**config.mk**
```make
export PLATFORM = sky130hd
export DESIGN_NAME = decoder_stage_controller_flat
export DESIGN_NICKNAME = d
export VERILOG_FILES = /design/src/rtl/decoder_stage_controller_pkg.sv /design/src/rtl/decoder_stage_controller_if.sv /design/src/rtl/decoder_stage_controller.sv /design/src/flat_wrapper.sv
export SDC_FILE = /design/constraint.sdc
export NUM_CORES = 1
export LEC_CHECK = 0
export ABC_AREA = 1
export BUFFER_PORTS_ARGS = -buffer_cell sky130_fd_sc_hd__buf_2
export CORE_MARGIN = 10
export CORE_UTILIZATION = 47
export DETAILED_ROUTE_END_ITERATION = 10
export GPL_TIMING_DRIVEN = 0
export PLACE_DENSITY = 0.73
export SYNTH_ARGS = -nofsm -noshare
export SYNTH_HDL_FRONTEND = slang
export SYNTH_SLANG_ARGS = --single-unit
```
**constraint.sdc**
```tcl
create_clock -name clk -period 1.4 [get_ports clk]
set_input_delay 0.21 -clock clk [delete_from_list [all_inputs] [get_ports clk]]
set_output_delay 0.21 -clock clk [all_outputs]
set_load 0.005 [all_outputs]
```
**src/rtl/decoder_stage_controller_pkg.sv**
```systemverilog
// Shared decoder parameters: the stage codes broadcast to every PE and their width.
// Leaf PEs and the stage controller both import this so the encoding lives in one place.
package decoder_stage_controller_pkg;

    localparam int STAGE_WIDTH = 3;

    typedef logic [STAGE_WIDTH-1:0] stage_t;

    localparam stage_t STAGE_IDLE                = 3'd0;
    localparam stage_t STAGE_MEASUREMENT_LOADING = 3'd1;
    localparam stage_t STAGE_GROW                = 3'd2;
    localparam stage_t STAGE_MERGE               = 3'd3;
    localparam stage_t STAGE_PEELING             = 3'd4;

endpackage

```
**src/rtl/decoder_stage_controller_if.sv**
```systemverilog
// Controller <-> PE-array signals: round start and OR-reduced PE status in, stage broadcast and decode status out.
// The master modport is the controller side; the array top level uses the slave modport.
interface decoder_stage_controller_if;
    import decoder_stage_controller_pkg::*;

    logic        new_round_start;
    logic        busy_in;
    logic        odd_in;
    stage_t      global_stage;
    logic        result_valid;
    logic [7:0]  iteration_count;
    logic [15:0] cycle_count;
    logic        timeout;

    modport master (
        input  new_round_start, busy_in, odd_in,
        output global_stage, result_valid, iteration_count, cycle_count, timeout
    );

    modport slave (
        output new_round_start, busy_in, odd_in,
        input  global_stage, result_valid, iteration_count, cycle_count, timeout
    );

endinterface

```
**src/rtl/decoder_stage_controller.sv**
```systemverilog
// Sequences the PE array through load/grow/merge/peel; all outputs registered, one cycle after each decision.
// No backpressure: busy_in only holds MERGE/PEEL open once the settle window has elapsed.
module decoder_stage_controller
    import decoder_stage_controller_pkg::*;
#(
    parameter int GROW_CYCLES    = 2,
    parameter int SETTLE_CYCLES  = 3,
    parameter int MAX_ITERATIONS = 255
) (
    input  logic                         clk,
    input  logic                         reset,
    decoder_stage_controller_if.master   bus
);

    typedef enum logic [2:0] {
        S_IDLE,
        S_LOAD,
        S_GROW,
        S_MERGE,
        S_PEEL,
        S_DONE
    } state_t;

    // One counter times both GROW and the settle window, so it must reach the larger of the two.
    localparam int DWELL_MAX = (GROW_CYCLES > SETTLE_CYCLES) ? GROW_CYCLES : SETTLE_CYCLES;
    localparam int DWELL_W   = $clog2(DWELL_MAX + 1);

    state_t               state_q;
    state_t               state_d;
    logic [DWELL_W-1:0]   dwell_q;
    logic [7:0]           iter_q;
    logic [15:0]          cyc_q;
    logic                 timeout_q;
    stage_t               stage_q;
    logic                 valid_q;

    logic                 settled;
    logic                 grow_done;
    logic                 iter_at_max;
    logic                 set_timeout;

    function automatic stage_t stage_of(input state_t s);
        case (s)
            S_LOAD:  return STAGE_MEASUREMENT_LOADING;
            S_GROW:  return STAGE_GROW;
            S_MERGE: return STAGE_MERGE;
            S_PEEL:  return STAGE_PEELING;
            default: return STAGE_IDLE;
        endcase
    endfunction

    // dwell_q is 0 in the first cycle of a state; the current cycle counts toward the window.
    assign settled     = (int'(dwell_q) + 1) >= SETTLE_CYCLES;
    assign grow_done   = int'(dwell_q) == (GROW_CYCLES - 1);
    assign iter_at_max = int'(iter_q) >= MAX_ITERATIONS;

    always_comb begin
        state_d     = state_q;
        set_timeout = 1'b0;
        case (state_q)
            S_IDLE:  if (bus.new_round_start) state_d = S_LOAD;
            S_LOAD:  state_d = S_MERGE;
            S_GROW:  if (grow_done) state_d = S_MERGE;
            S_MERGE: begin
                if (settled && !bus.busy_in) begin
                    if (bus.odd_in && !iter_at_max) begin
                        state_d = S_GROW;
                    end else begin
                        state_d     = S_PEEL;
                        set_timeout = bus.odd_in;
                    end
                end
            end
            S_PEEL:  if (settled && !bus.busy_in) state_d = S_DONE;
            S_DONE:  state_d = S_IDLE;
            default: state_d = S_IDLE;
        endcase
    end

    always_ff @(posedge clk) begin
        if (reset) begin
            state_q   <= S_IDLE;
            dwell_q   <= '0;
            iter_q    <= '0;
            cyc_q     <= '0;
            timeout_q <= 1'b0;
            stage_q   <= STAGE_IDLE;
            valid_q   <= 1'b0;
        end else begin
            state_q <= state_d;
            stage_q <= stage_of(state_d);
            valid_q <= (state_d == S_DONE);

            if (state_d != state_q) begin
                dwell_q <= '0;
            end else if (int'(dwell_q) < DWELL_MAX) begin
                dwell_q <= dwell_q + 1'b1;
            end

            if (state_q == S_IDLE && state_d == S_LOAD) begin
                iter_q    <= '0;
                cyc_q     <= '0;
                timeout_q <= 1'b0;
            end else begin
                if (state_q != S_IDLE && cyc_q != 16'hFFFF) begin
                    cyc_q <= cyc_q + 16'd1;
                end
                if (state_d == S_GROW && state_q != S_GROW && iter_q != 8'hFF) begin
                    iter_q <= iter_q + 8'd1;
                end
                if (set_timeout) begin
                    timeout_q <= 1'b1;
                end
            end
        end
    end

    assign bus.global_stage    = stage_q;
    assign bus.result_valid    = valid_q;
    assign bus.iteration_count = iter_q;
    assign bus.cycle_count     = cyc_q;
    assign bus.timeout         = timeout_q;

endmodule

```
**src/flat_wrapper.sv**
```systemverilog
// flat-port wrapper written by rule: the top's interface ports become plain ports
module decoder_stage_controller_flat import decoder_stage_controller_pkg::*;
#(
    parameter int GROW_CYCLES    = 2,
    parameter int SETTLE_CYCLES  = 3,
    parameter int MAX_ITERATIONS = 255
)
  (clk, reset, bus_new_round_start, bus_busy_in, bus_odd_in, bus_global_stage, bus_result_valid, bus_iteration_count, bus_cycle_count, bus_timeout);
  decoder_stage_controller_if bus_i ();
  input  logic clk;
  input  logic reset;
  input wire logic [$bits(bus_i.new_round_start)-1:0] bus_new_round_start;
  input wire logic [$bits(bus_i.busy_in)-1:0] bus_busy_in;
  input wire logic [$bits(bus_i.odd_in)-1:0] bus_odd_in;
  output wire logic [$bits(bus_i.global_stage)-1:0] bus_global_stage;
  output wire logic [$bits(bus_i.result_valid)-1:0] bus_result_valid;
  output wire logic [$bits(bus_i.iteration_count)-1:0] bus_iteration_count;
  output wire logic [$bits(bus_i.cycle_count)-1:0] bus_cycle_count;
  output wire logic [$bits(bus_i.timeout)-1:0] bus_timeout;
  assign bus_i.new_round_start = bus_new_round_start;
  assign bus_i.busy_in = bus_busy_in;
  assign bus_i.odd_in = bus_odd_in;
  assign bus_global_stage = bus_i.global_stage;
  assign bus_result_valid = bus_i.result_valid;
  assign bus_iteration_count = bus_i.iteration_count;
  assign bus_cycle_count = bus_i.cycle_count;
  assign bus_timeout = bus_i.timeout;
  decoder_stage_controller #(.GROW_CYCLES(GROW_CYCLES), .SETTLE_CYCLES(SETTLE_CYCLES), .MAX_ITERATIONS(MAX_ITERATIONS)) u_core (.clk(clk), .reset(reset), .bus(bus_i));
endmodule
```
### Word level (Yosys, flattened, before mapping)

Index checks and enable logic that the tools add are counted.
Widths: inputs -> output; s select.

* $add $sub $neg: 4
* magnitude comparators: 3
* eq/ne operators: 14
* muxes and demuxes: 10
* reduce and logical (&&, ||, !) cells: 12

Operators with widths (number)
* $ge 32x3->1 const B: 1
* $add 16x1->16 const B: 1
* $ne 16x16->1 const B: 1
* $mux 3: 5
* $pmux 3 s5: 1
* $eq 3x2->1 const B: 4
* $pmux 3 s4: 1
* $eq 3x3->1 const B: 3
* $add 8x1->8 const B: 1
* $ge 8x8->1 const B: 1
* $ne 8x8->1 const B: 1
* $eq 3x1->1 const B: 2
* $logic_and 1x1->1: 6
* $reduce_or 2->1: 2
* $add 2x1->3 const B: 1
* $logic_not 3->1: 1
* $mux 1: 3
* $ne 3x2->1 const B: 1
* $ne 3x3->1: 1
* $reduce_bool 3->1: 1
* $add 2x1->2 const B: 1
* $eq 2x2->1 const B: 1
* $logic_not 1->1: 2
* $lt 2x2->1 const B: 1

* register bits: 34
* input port bits: 5
* output and inout port bits: 29
* logic and storage cells: 50

### Longest topological paths before layout

* depth after elaboration: 9
* gate-level depth with buffers: 12

### Worst setup path after synthesis

No wires, ideal clock.

* path type: flip-flop to flip-flop
* start: reg u_core.cyc_q[0], in the netlist u_core.bus.cycle_count[0]
* end: reg u_core.cyc_q[10], in the netlist u_core.bus.cycle_count[10]
* library setup time: 0.121 ns
* data arrival time: 1.453 ns
* required time: 1.279 ns
* path slack: -0.174 ns
* cell stages (with the launch flop): 10
* path buffers: 1
* period minus slack after synthesis: 1.574 ns
* cell sequence: dfxtp_1 > ha_1 > nand3_1 > nor3_4 > nand3_2 > nand2_4 > inv_4 > buf_6 > nand2_1 > a21oi_2

* cells in the longest elaborated chain, start to end: 2
* elaborated cells on any way between the ends: 3
* those cells by class: 1 x add/sub; 1 x eq/ne; 1 x reduce/logical

Ends and longest elaborated chain
* from (decl): line decoder_stage_controller.sv:32 `logic [15:0] cyc_q;`
* from (signal assigned): line decoder_stage_controller.sv:106 `cyc_q <= cyc_q + 16'd1;`
* parallel branches: the longest is 2 deep, another holds $add 16x1->16

Parallel ways; which one is timed is not known.
A chain may end at the register's enable or synchronous reset.

### Final worst setup path

* start: reg u_core.dwell_q[0]
* end: reg u_core.iter_q[3], in the netlist u_core.bus.iteration_count[3]

* cells in the longest elaborated chain, start to end: 8
* elaborated cells on any way between the ends: 14
* those cells by class: 1 x add/sub; 1 x order compare; 3 x eq/ne; 4 x mux; 5 x reduce/logical

Ends and longest elaborated chain
* from (decl): line decoder_stage_controller.sv:30 `logic [DWELL_W-1:0] dwell_q;`
* from (signal assigned): line decoder_stage_controller.sv:97 `dwell_q <= dwell_q + 1'b1;`
* $add 2x1->3: line decoder_stage_controller.sv:53 `assign settled = (int'(dwell_q) + 1) >= SETTLE_CYCLES;`
* $ge 32x3->1: line decoder_stage_controller.sv:53
* $logic_and 1x1->1: line decoder_stage_controller.sv:65, decoder_stage_controller.sv:74
* $mux 3 (on tied branches): line decoder_stage_controller.sv:74, decoder_stage_controller.sv:65
* $pmux 3 s5 *: line decoder_stage_controller.sv:60 `case (state_q)`
* $eq 3x1->1 / $eq 3x2->1 (equally long branches): line decoder_stage_controller.sv:100, decoder_stage_controller.sv:108
* $logic_and 1x1->1 (on tied branches): line decoder_stage_controller.sv:100, decoder_stage_controller.sv:108
* $reduce_or 2->1 (no source line) / $logic_and 1x1->1 (equally long branches)
* to (signal assigned): line decoder_stage_controller.sv:109 `iter_q <= iter_q + 8'd1;`
* to (decl): line decoder_stage_controller.sv:31 `logic [7:0] iter_q;`

Every way passes the cells marked *; elsewhere a longest branch is shown, timed or not.

==> metrics.txt <==
status complete, but fails checks; failing checks setup timing; hold path depth 2; Sw Pwr 1.20 mW; CTS Hold Bufs 0; PD cells 1240 nW/µm²; port bufs 33; DR vias/cell 5.31; Final Hold Slack 0.114 ns; Synth Cell Area 1910 µm²; largest net degree at the start of global routing 12; Pint 2.40 mW; Nets 340; initial drt markers 97; gr usage total 0.143; CTS Buf Count 5; critical path cell sequence inv_4 -> ha_4 -> o21bai_4 -> nand2_2 -> nand2_4 -> nand3_4 -> nor2_4 -> nand2_1 -> a21oi_1; RD Place Congestion 0.879; Pre-antenna DRT Iters 4; most common cell after layout, fill and taps aside nand2_1; leading cell types in the layout, fill and taps excluded nand2_1 (43), buf_2 (34), nor2_1 (24), nand2_2 (22), buf_4 (17); Final Hold Viols 0; H-Tree Depth 2; Clock Sink Count 34; HP Class in2reg; Die Wd 83.7 µm; minimum clock period 1.54 ns; Switching Share 0.333; number of antenna violations at the first check in global routing 0; combinational power share 0.368; met3 Track Usage GR 0.0557; Rel. slew slack 0.783; layout cells sized above 1 0.521; crit share post-route 1.10; via count 2016; Yosys top cell by area dfxtp_1; Top delay family on crit path simple AND/OR/NAND/NOR gates; Crit Path Class reg2reg; HPWL after detailed placement 3410 µm; Synth Register Bits 34; total gr overflow 0; Yosys warnings 0; Avg Cell Area, Syn 7.26 µm²; Max Slew Vio Count 0; row cnt 23; Final setup viols 30; vias in the first global route 1844; clock skew 0.00896 ns; die area 7010 µm²; DR DRC count 0; first-pass GRT wire length 8470 µm; WP depth 9; post-route setup slack -0.141 ns; finished layout cell area 2900 µm²; clk buf depth 2; Clock Power Share 0.318; Fmax achieved 649 MHz; peak supply drop 790 µV; CTS tree built; Initial Util 0.481; slowest stage delay, CP 0.40 ns; die height 83.7 µm; I/O pin count 34; Cell Area, Placed 2230 µm²; Worst Path Max Fanout 5; RSZ-0062 raised after global routing yes; slowest stage cell, crit path dfxtp_4; global routing's busiest layer met2; Clk Latency, worst-skew pair 0.30 ns; Post-Route WL 5730 µm; post-route ant nets 0; syn_nets 274; Seq/Total Area, Yosys 0.356; core box area 3970 µm²; antenna cells 0; top cells by area, synth dfxtp_1 (36%), nand2_1 (14%), nor2_1 (6.7%); Arr. time, crit path 1.78 ns; top cell type's share of synthesized area 0.356; worst endpoint required time 1.64 ns; Seq pwr share 0.314; root buf cell clkbuf_8; area grow syn2layout 52.0%; max-cap viol count 0; Leak Pwr 1.24 nW; Setup crit end kind register; worst-margin pin slew 0.325 ns; Startpoint Class register; WL per Instance 15.1 µm; cells on worst reg2reg path 9; clk slew on worst S/H paths 0.08 ns; met2 GRT Util 0.243; GR Util met1 0.156; Synth cell types 31; Cells after Synth 263; worst path buffer plus inverter count 1
-- stage by stage --
stage / setup WS [ns] / cells / power (mW) / utilization / setup TNS (ns)
floorplan: -0.0640 / 263 / 1.65 / - / -0.597
global placement: -0.249 / 346 / 1.82 / 0.561 / -4.74
detailed placement: -0.245 / 346 / 1.84 / 0.561 / -4.73
CTS: -0.145 / 373 / 3.32 / 0.663 / -2.42
global route: -0.250 / 380 / 3.76 / 0.731 / -5.65
finish: -0.141 / 380 / 3.59 / 0.731 / -2.55
-- state kept, by name, indices dropped and copies added (netlist names) --
signal and flops:
u_core.bus.timeout 1, u_core.bus.result_valid 1, u_core.bus.global_stage 3, u_core.dwell_q 2
u_core.bus.iteration_count 8, u_core.state_q 3, u_core.bus.cycle_count 16
-- cell type report --
type,count,area [µm²]
multi-input combinational,207,1450
fill,284,1070
sequential,34,718
timing repair buffer,56,399
inverter,22,92.6
clock buffer,6,82.6
tap,50,62.6
clock inverter,2,60.1
buffer,3,35.0
-- layer usage --
metal  up-vias  part of all wire
li1        993                 -
met1       942              0.40
met2        59              0.50
met3        22             0.061
met4         0             0.035
met5         -                 0
-- cell usage after synthesis --
cell      number
xor2_1        10
buf_8          1
inv_4          1
xnor2_1        6
a21oi_1       17
o21a_1         1
nor2_8         1
nor2_4         1
a21oi_2        6
nor2_2         2
nor3_4         1
o21ai_0       12
nand3_4        2
inv_2          2
nand3_1       12
nand2_4        1
o21bai_1       1
nand4_1        3
nand3_2        2
inv_1         19
o21ai_1        1
nand2_2        2
nand2_1       71
nor2_1        34
buf_2          1
nor3_2         1
nor3_1        10
ha_1           6
dfxtp_1       34
a21boi_0       1
buf_6          1
-- worst paths after layout --
check             slack, ns          startpoint                             to
setup reg to reg      -0.14   u_core.dwell_q[0]  u_core.bus.iteration_count[3]
setup / recovery      -0.14   u_core.dwell_q[0]  u_core.bus.iteration_count[3]
hold reg to reg        0.48  u_core.bus.timeout             u_core.bus.timeout
hold / removal         0.11               reset              u_core.state_q[0]
-- kinds of logic (layout without fill, tap and decap cells) --
logic type / Yosys count / in the layout / synth area share
AND/OR/NAND/NOR: 143 / 146 / 0.352
AO/OA/AOI/OAI: 39 / 39 / 0.118
flip-flops: 34 / 34 / 0.356
buffers and inverters: 25 / 89 / 0.0609
XOR/XNOR: 16 / 16 / 0.0734
adder cells (fa/ha/maj): 6 / 6 / 0.0393
-- timing repair --
action / 4_1_cts / 5_1_grt
endpoints found under the hold margin: 0 / 0
cloned: 4 / 1
setup buffers: 15 / 6
resized for setup: 25 / 67
pin swaps: 27 / 25
endpoints found under the setup margin: 30 / 34
-- power by group through the flow --
stage	Sequential, mW	Combinational, mW	Clock, mW
after CTS	1.12	1.05	1.15
after floorplan	1.14	0.511	0
final	1.13	1.32	1.14
after global routing	1.14	1.42	1.20
after global placement	1.15	0.673	0
after detailed placement	1.15	0.687	0
Power figures use the tool's default switching activity.
